**src/rtl/display_pkg.sv**
```systemverilog
// rtl/display_pkg.sv - shared constants and state encoding for the display arbiter
package display_pkg;

  localparam int NREQ  = 4;
  localparam int VAL_W = 16;
  localparam int PT_W  = 4;

  typedef enum logic {
    ST_IDLE = 1'b0,
    ST_SHOW = 1'b1
  } state_t;

endpackage

```
**src/rtl/rr_pick.sv**
```systemverilog
// rtl/rr_pick.sv - combinational round-robin winner search starting after the last grant
module rr_pick
  import display_pkg::*;
(
  input  logic [NREQ-1:0] req,
  input  logic [1:0]      last,
  input  logic            exclude_valid,
  input  logic [1:0]      exclude_idx,
  output logic            found,
  output logic [1:0]      idx
);

  logic [1:0] cand;

  // Walk last+1, last+2, last+3, last and keep the first requesting, non-excluded index.
  always_comb begin
    found = 1'b0;
    idx   = last;
    cand  = last;
    for (int k = 1; k <= NREQ; k++) begin
      cand = last + 2'(k);
      if (!found && req[cand] && !(exclude_valid && (cand == exclude_idx))) begin
        found = 1'b1;
        idx   = cand;
      end
    end
  end

endmodule

```
**src/rtl/display_arbiter.sv**
```systemverilog
// rtl/display_arbiter.sv - round-robin display sharing with minimum dwell per grant
module display_arbiter
  import display_pkg::*;
#(
  parameter int DWELL   = 5000000,
  parameter int DWELL_W = 23
) (
  input  logic                   clk5,
  input  logic                   reset,
  input  logic [NREQ-1:0]        req,
  input  logic [NREQ*VAL_W-1:0]  req_val,
  input  logic [NREQ*PT_W-1:0]   req_point,
  output logic [NREQ-1:0]        gnt,
  output logic [VAL_W-1:0]       disp_val,
  output logic [PT_W-1:0]        disp_point,
  output logic                   busy
);

  localparam logic [DWELL_W-1:0] CNT_MAX = DWELL_W'(DWELL - 1);
  localparam logic [DWELL_W-1:0] CNT_ONE = DWELL_W'(1);

  state_t               state, state_nxt;
  logic [1:0]           last, last_nxt;
  logic [DWELL_W-1:0]   cnt, cnt_nxt;
  logic [NREQ-1:0]      gnt_nxt;
  logic                 load;
  logic [1:0]           sel;
  logic                 pick_found;
  logic [1:0]           pick_idx;
  logic [VAL_W-1:0]     vals [NREQ];
  logic [PT_W-1:0]      pts  [NREQ];

  for (genvar i = 0; i < NREQ; i++) begin : g_unpack
    assign vals[i] = req_val[i*VAL_W +: VAL_W];
    assign pts[i]  = req_point[i*PT_W +: PT_W];
  end

  // While showing, the holder is excluded so the search only finds other contenders;
  // the holder is always 'last', so the dwell-expiry switch can never re-pick it.
  rr_pick u_rr_pick (
    .req           (req),
    .last          (last),
    .exclude_valid (state == ST_SHOW),
    .exclude_idx   (last),
    .found         (pick_found),
    .idx           (pick_idx)
  );

  // Next-state, dwell counter and data-source selection.
  always_comb begin
    state_nxt = state;
    last_nxt  = last;
    cnt_nxt   = cnt;
    gnt_nxt   = gnt;
    load      = 1'b0;
    sel       = last;
    case (state)
      ST_IDLE: begin
        if (pick_found) begin
          state_nxt = ST_SHOW;
          last_nxt  = pick_idx;
          cnt_nxt   = '0;
          gnt_nxt   = 4'b0001 << pick_idx;
          sel       = pick_idx;
          load      = 1'b1;
        end
      end
      ST_SHOW: begin
        if (!req[last] || ((cnt == CNT_MAX) && pick_found)) begin
          if (pick_found) begin
            last_nxt = pick_idx;
            cnt_nxt  = '0;
            gnt_nxt  = 4'b0001 << pick_idx;
            sel      = pick_idx;
            load     = 1'b1;
          end else begin
            state_nxt = ST_IDLE;
            gnt_nxt   = '0;
          end
        end else begin
          load = 1'b1;
          if (cnt != CNT_MAX) begin
            cnt_nxt = cnt + CNT_ONE;
          end
        end
      end
      default: begin
        state_nxt = ST_IDLE;
        gnt_nxt   = '0;
      end
    endcase
  end

  // State, grant bookkeeping and display registers; going idle leaves the display untouched.
  always_ff @(posedge clk5) begin
    if (reset) begin
      state      <= ST_IDLE;
      last       <= 2'd3;
      cnt        <= '0;
      gnt        <= '0;
      busy       <= 1'b0;
      disp_val   <= '0;
      disp_point <= '0;
    end else begin
      state <= state_nxt;
      last  <= last_nxt;
      cnt   <= cnt_nxt;
      gnt   <= gnt_nxt;
      busy  <= |gnt_nxt;
      if (load) begin
        disp_val   <= vals[sel];
        disp_point <= pts[sel];
      end
    end
  end

endmodule
```
**config.mk**
```make
export PLATFORM = sky130hd
export DESIGN_NAME = display_arbiter
export DESIGN_NICKNAME = d
export VERILOG_FILES = /design/src/rtl/display_pkg.sv /design/src/rtl/rr_pick.sv /design/src/rtl/display_arbiter.sv
export SDC_FILE = /design/constraint.sdc
export NUM_CORES = 1
export LEC_CHECK = 0
export ABC_CLOCK_PERIOD_IN_PS = 2500
export CAP_MARGIN = 15
export CORE_UTILIZATION = 40
export DETAILED_ROUTE_END_ITERATION = 6
export PLACE_DENSITY = 0.78
export SLEW_MARGIN = 20
export SYNTH_ARGS = -nofsm -noshare
export SYNTH_HDL_FRONTEND = slang
export SYNTH_SLANG_ARGS = --single-unit
```
**constraint.sdc**
```tcl
create_clock -name clk5 -period 2.5 [get_ports clk5]
set_input_delay 0.5 -clock clk5 [delete_from_list [all_inputs] [get_ports clk5]]
set_output_delay 0.5 -clock clk5 [all_outputs]
set_load 0.02 [all_outputs]
```
==> results of run 1 <==
==> registers in the layout (all words and copies together) (netlist names) <==
| signal | cells |
|---|---|
| busy | 1 |
| gnt | 4 |
| cnt | 23 |
| disp_val | 16 |
| last | 2 |
| disp_point | 4 |
| state | 1 |
==> layer usage <==
metal	GRT usage	vias to the layer above
met5	0	-
met4	0.0576	0
met3	0.0648	9
met2	0.390	102
met1	0.240	1370
li1	-	1494
==> power by group <==
group / total (W) / switching (W) / internal, W / leakage (nW)
logic: 0.00152 / 0.000672 / 0.000844 / 1.25
clock network: 0.000561 / 0.000267 / 0.000294 / 0.0513
registers: 0.00103 / 0.0000856 / 0.000939 / 0.419
total: 0.00310 / 0.00102 / 0.00208 / 1.72
==> timing repair <==
action / 4_1_cts / 5_1_grt
endpoints found under the hold margin: 0 / 0
endpoints found under the setup margin: 7 / 20
resized for setup: 2 / 14
hold buffers: 0 / 0
cloned: 0 / 1
buffers inserted: 0 / 2
pin swaps: 0 / 4
==> worst max-delay path by stage <==
| stage | startpoint | endpoint | slack (ns) |
|---|---|---|---|
| 6_report | last[1] | disp_point[1] | 0.08 |
| 5_1_grt | last[1] | disp_point[1] | -0.004 |
| 4_1_cts | cnt[1] | disp_val[7] | 0.005 |
| 3_5_place_dp | req[1] | disp_point[1] | -0.35 |
| 3_3_place_gp | req[1] | disp_val[2] | -0.25 |
| 2_1_floorplan | cnt[0] | disp_point[0] | 0.13 |
==> layout make-up <==
| type | count | area share |
|---|---|---|
| Inverter | 4 | 0.00331 |
| Tap cell | 96 | 0.0265 |
| Multi-Input combinational cell | 251 | 0.390 |
| Timing Repair Buffer | 154 | 0.332 |
| Sequential cell | 51 | 0.226 |
| Clock buffer | 6 | 0.0160 |
| Clock inverter | 1 | 0.00662 |
==> cell families (layout without fill, tap and decap cells) <==
group,Yosys count,count (layout)
compound gates,76,76
mux,50,50
simple gates,123,123
xor+xnor,1,1
fa+ha+maj,1,1
flops,51,51
buf+inv,22,165
==> worst max-delay path: stages (launching register included) <==
cell and delay, ns:
dfxtp_2 0.44, mux2i_2 0.31, mux2i_4 0.11, nor2b_1 0.17, o21ai_4 0.21, mux2i_4 0.34, buf_12 0.17, buf_4 0.14
mux2i_2 0.23, o221ai_1 0.15
==> metrics by stage <==
step / setup WS [ns] / TNS [ns]
floorplan: 0.132 / 0
global placement: -0.252 / -4.93
detailed placement: -0.352 / -7.67
CTS: 0.00478 / 0
global route: -0.00353 / -0.00929
finish: 0.0836 / 0
==> placed cells by master, fill, tap and decap left out, types with 4 or more instances in the layout <==
| cell type | count |
|---|---|
| buf_4 | 39 |
| nand2b_1 | 7 |
| nor2_1 | 24 |
| nand2_1 | 42 |
| and3_1 | 4 |
| mux2i_1 | 40 |
| o21ai_0 | 10 |
| clkdlybuf4s50_1 | 106 |
| a311oi_1 | 6 |
| a21oi_1 | 21 |
| buf_12 | 4 |
| nand3b_1 | 5 |
| dfxtp_1 | 48 |
| o221ai_1 | 19 |
| nand3_1 | 13 |
| mux2_2 | 5 |
| nor3_1 | 9 |
| clkbuf_8 | 5 |
| inv_1 | 4 |
==> metrics.yaml, run 1 <==
cts_root_buf: "clkbuf_8"
num-nets-final: 554
dp.final_hpwl_mm: 6.03
fin_worst_skew_ns: 0.00867
synth_top_flop_cell: "dfxtp_1"
io_pins: 111
timing.critical_path.to_type: "register"
final_max_slew_viol_count: 0
area.sequential_sq_um: 1020
detail_route.first_pass.iterations: 4
worst-endpoint-arrival_ns: 2.59
initial_utilization: 0.417
worstReg2RegStart: "last[1]"
total_leakage_power_nw: 1.72
synth_cell_type_count: 46
antennaDiodeCount: 0
num_cts_buffers: 5
groute.usage.overall: 0.214
overflow: 0
hold_path_class: "reg -> reg"
placed_cells: 553
clock_edge_transition_at_the_registers_on_the_reported_setup_and_hold_paths_ns: 0.09
worst_slew_pin_slew_ns: 0.345
fp.dieW_um: 86.6
wl_met3_um: 595
synth_compound_gate_area_share: 0.192
final.min_clock_period_ns: 2.42
globalplace.congestion: 0.814
detail_route.drc_violations: 0
finalInstanceArea_sq_um: 4530
number_of_synthesized_flops_with_an_enable_pin: 0
asyncSetResetFlopFracSynth: 0
viasPerCell: 5.28
grt_start_max_net_pins: 21
yosys.area_share.simple: 0.216
met1Wirelength_mm: 3.23
layout-drive-gt1-share: 0.158
area_delta_synth_final_pct: 58.5
crit_path_start_kind: "register"
cts.sinks: 51
share_of_yosys_cell_area_claimed_by_the_top_area_cell_type: 0.357
holdPathEnd: "disp_val[8]"
initial_antenna_violation_count: 0
dpl-instance-area_sq_um: 4340
min-delay-start: "disp_val[8]"
synth.yosys.seq_area_share: 0.357
max_clock_buf_depth: 2
synth_adder_area_share: 0.00437
residual_antenna_violating_net_count_after_detailed_routing: 0
synth-xor-area-share: 0.00306
vdd.ir_drop.worst_mv: 0.356
maxCapViolations: 0
timing.max_slew.rel_slack: 0.768
post-synth-top-count-cell: "dfxtp_1"
outcome: "finished clean"
dominant_combinational_cell_family_by_area_after_synthesis: "simple AND/OR/NAND/NOR gates"
synthCells: 324
finalHoldViolations: 0
highest-signal-layer: "met4"
grt_pass1_vias: 2845
synth_warnings: 0
setup_violators_final: 0
drt_wl_total_mm: 8.02
num-fill-cells: 560
p_per_cell_area_nw_per_um2: 684
synth.cells.most_frequent: "dfxtp_1 (51), mux2i_1 (43), nand2_1 (42)"
tritoncts: "done"
place.port_buffers: 110
first_iter_violations: 99
timing.hold.ws_ns: 0.466
r2r_setup_slack_ns: 0.08
syn-mean-instance-area_sq_um: 8.83
h-tree-depth: 2
synth_top_cell_by_area: "dfxtp_1"
dieHeight_um: 86.6
report.power.total_w: 0.00310
mappedNetlistNets: 411
finalCritPeriodShare: 0.967
reg2regPathDepth: 9
synth_top_cells_by_area: "dfxtp_1 (36%), mux2i_1 (15%), o221ai_1 (6.1%)"
core_area_sq_um: 6870
achievable-frequency_mhz: 414
holdPathStages: 2
setup.worst_path.class: "reg -> reg"
multi_input_comb_area_sq_um: 1770
synth.ff_latch_count: 51
synth.mux.area_fraction: 0.186
syn-cell-area_sq_um: 2860
fin_cells: 563
critPathRequiredTime_ns: 2.68
grt_pass1_wl_mm: 12.8
std_cell_rows: 30
wl_met2_mm: 4.12
postLayoutCoreUtil: 0.660
top_fanout_value_on_the_critical_path: 9
wl_per_cell_um: 14.3
timing.rr.end: "disp_point[1]"
dr_total_vias: 2975
clock_latency_ns: 0.31
die_area_sq_um: 7500
No activity file was read; power rests on OpenSTA's default activity.
==> run 2, diff against run 1 <==
- ABC_CLOCK_PERIOD_IN_PS: 2500 -> not set
==> results of run 2 <==
Same layout as run 1: the final DEF is identical, and so are final timing and power.
==> run 3, diff against run 2 <==
- CORE_MARGIN: not set -> 1.5
- TNS_END_PERCENT: not set -> 10
==> run 3 against run 2 <==
Net effect: clock power decreased by 20%; fmax decreased by 2.2%; design area down 1.9%; via count grew 0.24%; final cell count down 2.1%; sequential share of layout area grew 0.44 points; combinational power about the same; global-route usage is 1.0 points higher; register-to-register slack better by 0.04 ns; power fell by 3.5%; clock skew is 0.0017 ns lower; critical path depth up 1; critical endpoint is now disp_val[10]; largest cell class unchanged; largest power group unchanged; highest routed layer unchanged.
==> metrics.yaml, run 3 (synthesis gave the netlist of run 1 again) <==
min-delay-start: "cnt[1]"  # was disp_val[8]
largestRegisters: "cnt: 23 flops, disp_val: 16 flops"  # unchanged
layout-drive-gt1-share: 0.141  # was 0.158
dr_total_vias: 2982  # was 2975
clock_latency_ns: 0.30  # was 0.31 ns
share_seq_of_total_power: 0.343  # was 0.330
r2r_setup_slack_ns: 0.12  # was 0.08 ns
overflow: 0  # unchanged
num-nets-final: 543  # was 554
viasPerCell: 5.41  # was 5.28
outcome: "finished clean"  # unchanged
sw_frac_of_total: 0.348  # was 0.330
core_area_sq_um: 6870  # unchanged
holdPathStages: 2  # unchanged
share_clk_of_total_power: 0.150  # was 0.181
p_int_w: 0.00195  # was 0.00208 W
largest-register: "cnt"  # unchanged
num_cts_buffers: 5  # unchanged
initial_utilization: 0.417  # unchanged
total_leakage_power_nw: 1.64  # was 1.72 nW
layout_common_cells: "clkdlybuf4s50_1 (107), dfxtp_1 (48), nand2_1 (42)"  # was clkdlybuf4s50_1 (106), dfxtp_1 (48), nand2_1 (42)
rsz0062_at_grt: "true"
wl_per_cell_um: 15.3  # was 14.3 um
critical_path_cell_sequence: "clkdlybuf4s50_1, buf_4, nor2_2, o21ai_2, o31a_1, o21ai_4, mux2i_4, buf_6, mux2i_1, o221ai_1"  # was mux2i_2, mux2i_4, nor2b_1, o21ai_4, mux2i_4, buf_12, buf_4, mux2i_2, o221ai_1
critPathRequiredTime_ns: 2.68  # about the same
cts.sinks: 51  # unchanged
globalplace.congestion: 0.795  # was 0.814
antennaDiodeCount: 0  # unchanged
crit_path_start_kind: "input pin"  # was register
io_pins: 111  # unchanged
fin_cells: 551  # was 563
place.port_buffers: 110  # unchanged
drt_wl_total_mm: 8.44  # was 8.02 mm
max_clock_buf_depth: 2  # unchanged
reg2regPathDepth: 9  # unchanged
tritoncts: "done"  # unchanged
h-tree-depth: 2  # unchanged
setup_violators_final: 0  # unchanged
p_per_cell_area_nw_per_um2: 673  # was 684 nW/um^2
timing.max_slew.rel_slack: 0.690  # was 0.768
achievable-frequency_mhz: 405  # was 414 MHz
initial_antenna_violation_count: 0  # unchanged
std_cell_rows: 30  # unchanged
die_area_sq_um: 7670  # was 7500 sq um
comb_power_share: 0.508  # was 0.489
detail_route.drc_violations: 0  # unchanged
flip_flop_count_of_the_largest_register_all_copies_and_words_added: 23  # unchanged
clock_edge_transition_at_the_registers_on_the_reported_setup_and_hold_paths_ns: 0.09  # about the same
power_switching_w: 0.00104  # was 0.00102 W
dp.final_hpwl_mm: 6.02  # was 6.03 mm
groute.usage.overall: 0.224  # was 0.214
finalCritPeriodShare: 0.988  # was 0.967
detail_route.first_pass.iterations: 4  # unchanged
setup.worst_path.class: "in -> reg"  # was reg -> reg
top_fanout_value_on_the_critical_path: 11  # was 9
maxCapViolations: 0  # unchanged
timing.critical_path.slowest_cell_delay_ns: 0.43  # was 0.44 ns
dieHeight_um: 87.6  # was 86.6 um
timing.hold.ws_ns: 0.468  # was 0.466 ns
worst-endpoint-arrival_ns: 2.65  # was 2.59 ns
grt_pass1_wl_mm: 13.3  # was 12.8 mm
grt_start_max_net_pins: 21  # unchanged
cp.buffers_inverters: 3  # was 2
fin_worst_skew_ns: 0.00699  # was 0.00867 ns
first_iter_violations: 95  # was 99
finalSetupTns_ns: 0  # unchanged
grt_pass1_vias: 2945  # was 2845
hold_path_class: "reg -> reg"  # unchanged
timing.critical_path.to_type: "register"  # unchanged
critical_path.slowest_cell: "clkdlybuf4s50_1"  # was dfxtp_2
crit_family: "buffers and inverters"  # was multiplexers
layout_commonest_cell: "clkdlybuf4s50_1"  # unchanged
worst_slew_pin_slew_ns: 0.463  # was 0.345 ns
placed_cells: 537  # was 553
area_delta_synth_final_pct: 55.4  # was 58.5%
final.min_clock_period_ns: 2.47  # was 2.42 ns
vdd.ir_drop.worst_mv: 0.314  # was 0.356 mV
timing.rr.end: "disp_val[4]"  # was disp_point[1]
worstReg2RegStart: "cnt[17]"  # was last[1]
finalHoldViolations: 0  # unchanged
cts_root_buf: "clkbuf_8"  # unchanged
ctsHoldBuffers: 0  # unchanged
final_max_slew_viol_count: 0  # unchanged
fp.dieW_um: 87.6  # was 86.6 um
residual_antenna_violating_net_count_after_detailed_routing: 0  # unchanged
holdPathEnd: "cnt[1]"  # was disp_val[8]
run 3: worst register-to-register path, cell delays in order (launching register included):
cell and delay (ns):
dfxtp_1 0.35, nor4b_2 0.32, nand4b_1 0.25, o211ai_4 0.28
o21ai_4 0.11, buf_4 0.15, mux2i_1 0.15, or3_4 0.36
buf_12 0.16, o221ai_1 0.16
run 3: area by class of cell:
type                            instances  area [sq um]
Timing Repair Buffer                  143          1440
Clock buffer                            6          72.6
Multi-Input combinational cell        251          1770
Sequential cell                        51          1020
Inverter                                4          15.0
Tap cell                               96           120
Fill cell                             570          2420
run 3: power groups by stage:
stage                     clock network (W)  logic, W  registers (W)
after CTS                          0.000463   0.00156        0.00103
after floorplan                           0  0.000647        0.00116
after global routing               0.000497   0.00161        0.00104
final                              0.000448   0.00152        0.00103
after global placement                    0   0.00128        0.00104
after detailed placement                  0   0.00130        0.00104
run 3: how the worst max path moves through the flow:
stage / startpoint / to / cells after the start
final: req[2] / disp_val[10] / 10
after global placement: req[1] / disp_point[3] / 9
after global routing: req[2] / disp_val[12] / 11
after floorplan: cnt[0] / disp_point[0] / 9
after detailed placement: req[3] / disp_point[3] / 9
after CTS: req[2] / disp_val[0] / 11
run 3: per-stage QoR:
stage | total power [W] | cell area, sq um | util | setup slack, ns
after floorplan | 0.00181 | 2860 | - | 0.132
after global placement | 0.00231 | 4210 | 0.613 | -0.377
after detailed placement | 0.00234 | 4210 | 0.613 | -0.484
after CTS | 0.00304 | 4440 | 0.646 | -0.00284
after global routing | 0.00315 | 4450 | 0.648 | -0.0491
final | 0.00299 | 4450 | 0.648 | 0.0289
run 3: timing repair:
item                       CTS  global route
resized for setup           12            10
pin swaps                    1             6
buffers inserted             5             2
setup endpoints to repair   20            20
cloned                       3             0
hold endpoints to repair     0             0
run 3: metal layers:
| layer | up-vias | track usage | share of wire |
|---|---|---|---|
| met2 | 85 | 0.408 | 0.51 |
| met5 | - | 0 | 0 |
| met4 | 0 | 0.0606 | 0.015 |
| met1 | 1410 | 0.250 | 0.41 |
| li1 | 1473 | - | - |
| met3 | 14 | 0.0716 | 0.067 |
==> RTL change, RTL diff (config.mk and constraints of run 2) <==
The parameter `DWELL_W` goes from 23 to 46.
--- a/src/rtl/display_arbiter.sv
+++ b/src/rtl/display_arbiter.sv
@@ -5,3 +5,3 @@
   parameter int DWELL   = 5000000,
-  parameter int DWELL_W = 23
+  parameter int DWELL_W = 46
 ) (
Check against the original RTL: no difference found for any inputs over 4 cycles, from zero or initial values and one cycle with reset high; that may be too few to reach the edited logic, so the function may still have changed.
==> RTL change against run 2 <==
The flow now finishes with violations (negative setup slack); utilization is 0.14 points lower; final cell count is 57% higher; cell area is 60% higher; global-route usage is 4.5 points higher; wire length is 100% higher; setup slack worse by 280 ps; power is 70% higher; first-iteration DRC count grew to 3.8 times the old value; die area is 58% higher; sequential cell count is 23 higher; synthesized area is 60% higher.
==> RTL change: results (changes against run 2) <==
| Metric | Value |
|---|---|
| Status | `complete, but fails checks` |
| Failing checks | `negative setup slack` |
| CTS buffer count | `9 (+4)` |
| Synthesized Nets | `631 (+54%)` |
| # clk buffers | `13 (+7)` |
| Total power per unit cell area | `730 mW/mm^2 (+6.8%)` |
| Max VDD drop | `0.501 mV (+41%)` |
| Placed standard-cell area | `0.00654 sq mm (+51%)` |
| NumNets Final | `826 (+49%)` |
| Register share of total power | `27.1% (-5.9 points)` |
| Drt via density | `5.95 (+13%)` |
| Worst-path maximum fanout | `10 (+1)` |
| Largest net degree at the start of global routing | `42 (+100%)` |
| Buffering overhead | `30.3% (-2.9 points)` |
| Vias in the first global route | `5,010 (+76%)` |
| Pre-Repair DR Iteration Count | `5 (+1)` |
| Synth top area cells | `dfxtp_1, a311oi_2, a221oi_2` |
| CTS clk-pin slew, worst paths | `60 ps (-30 ps)` |
| Later-pin clock latency in the skew report | `340 ps (+30 ps)` |
| Crit path arrival time | `2910 ps (+320 ps)` |
| Synthesized flop and latch total | `74 (+45%)` |
| Compound-Gate Fraction of Synth Area | `30.9% (+12 points)` |
| DPL Wire Length | `10.3 mm (+71%)` |
| Largest registers | `cnt: 46 flops, disp_val: 16 flops` |
| Seq/Total Area, Yosys | `32.4% (-3.3 points)` |
| Final setup fails | `22 (+22)` |
| Die area | `0.0119 sq mm (+58%)` |
| Layout cells sized above 1 | `29.3% (+13 points)` |
| GRT Util Overall | `25.8% (+4.5 points)` |
| Slew @ Worst Pin | `767 ps (+422 ps)` |
| Placed cell count | `857 (+55%)` |
| Leakage | `2.71 nW (+57%)` |
| Mux cell area share after synthesis | `0.984% (-18 points)` |
| Filler cells | `775 (+38%)` |
| Footprint of the multi-input gates | `0.00311 sq mm (+76%)` |
| FF/Latch Area | `0.00149 sq mm (+45%)` |
| Comb pwr | `2.66 mW (+75%)` |
| Most instantiated cells after synthesis | `dfxtp_1, nand2_1, nor2_1` |
| Inverters | `2 (-2)` |
| Final clock-cell share | `3.67% (+1.4 points)` |
| Root buffer cell | `clkbuf_16` |
| Setup TNS | `-2620 ps (-2620 ps)` |
| Skew final | `12.2 ps (+3.57 ps)` |
| Adder-Cell Fraction of Synth Area | `0.273% (-0.16 points)` |
| Detailed Route WL | `16.2 mm (+100%)` |
| Number of non-clock buffers | `224 (+45%)` |
| DP Worst Slack | `-590 ps (-238 ps)` |
| CTS resizes | `30 (+28)` |
| Area grow syn2layout | `58.1%` |
| DR iter-0 viols | `374 (+280%)` |
| Net Sw Power | `1.92 mW (+87%)` |
| Final setup margin | `-200 ps (-284 ps)` |
RTL change: worst paths after layout:
kind | start | endpoint | cells past startpoint
setup / recovery | cnt[1]$_SDFFE_PP0P_ | disp_val[12]$_SDFFE_PP0P_ | 9
hold / removal | cnt[20]$_SDFFE_PP0P_ | cnt[20]$_SDFFE_PP0P_ | 2
setup reg to reg | cnt[1]$_SDFFE_PP0P_ | disp_val[12]$_SDFFE_PP0P_ | 9
hold reg to reg | cnt[20]$_SDFFE_PP0P_ | cnt[20]$_SDFFE_PP0P_ | 2
RTL change: critical path: stages (launching register included):
cell and delay, ps:
dfxtp_2 340, ha_2 180, and3_4 210, nand3_4 90, or4_4 590, a211o_4 450, clkbuf_16 200, and2_4 170
a221oi_2 270, a311oi_2 80
RTL change: layer usage:
layer / GRT usage [%] / up-vias / part of all wire (%)
met4: 15.3 / 0 / 3.6
met5: 0 / - / 0
met2: 42.5 / 275 / 50
met3: 5.80 / 50 / 6.8
li1: - / 2436 / -
met1: 30.6 / 2502 / 40
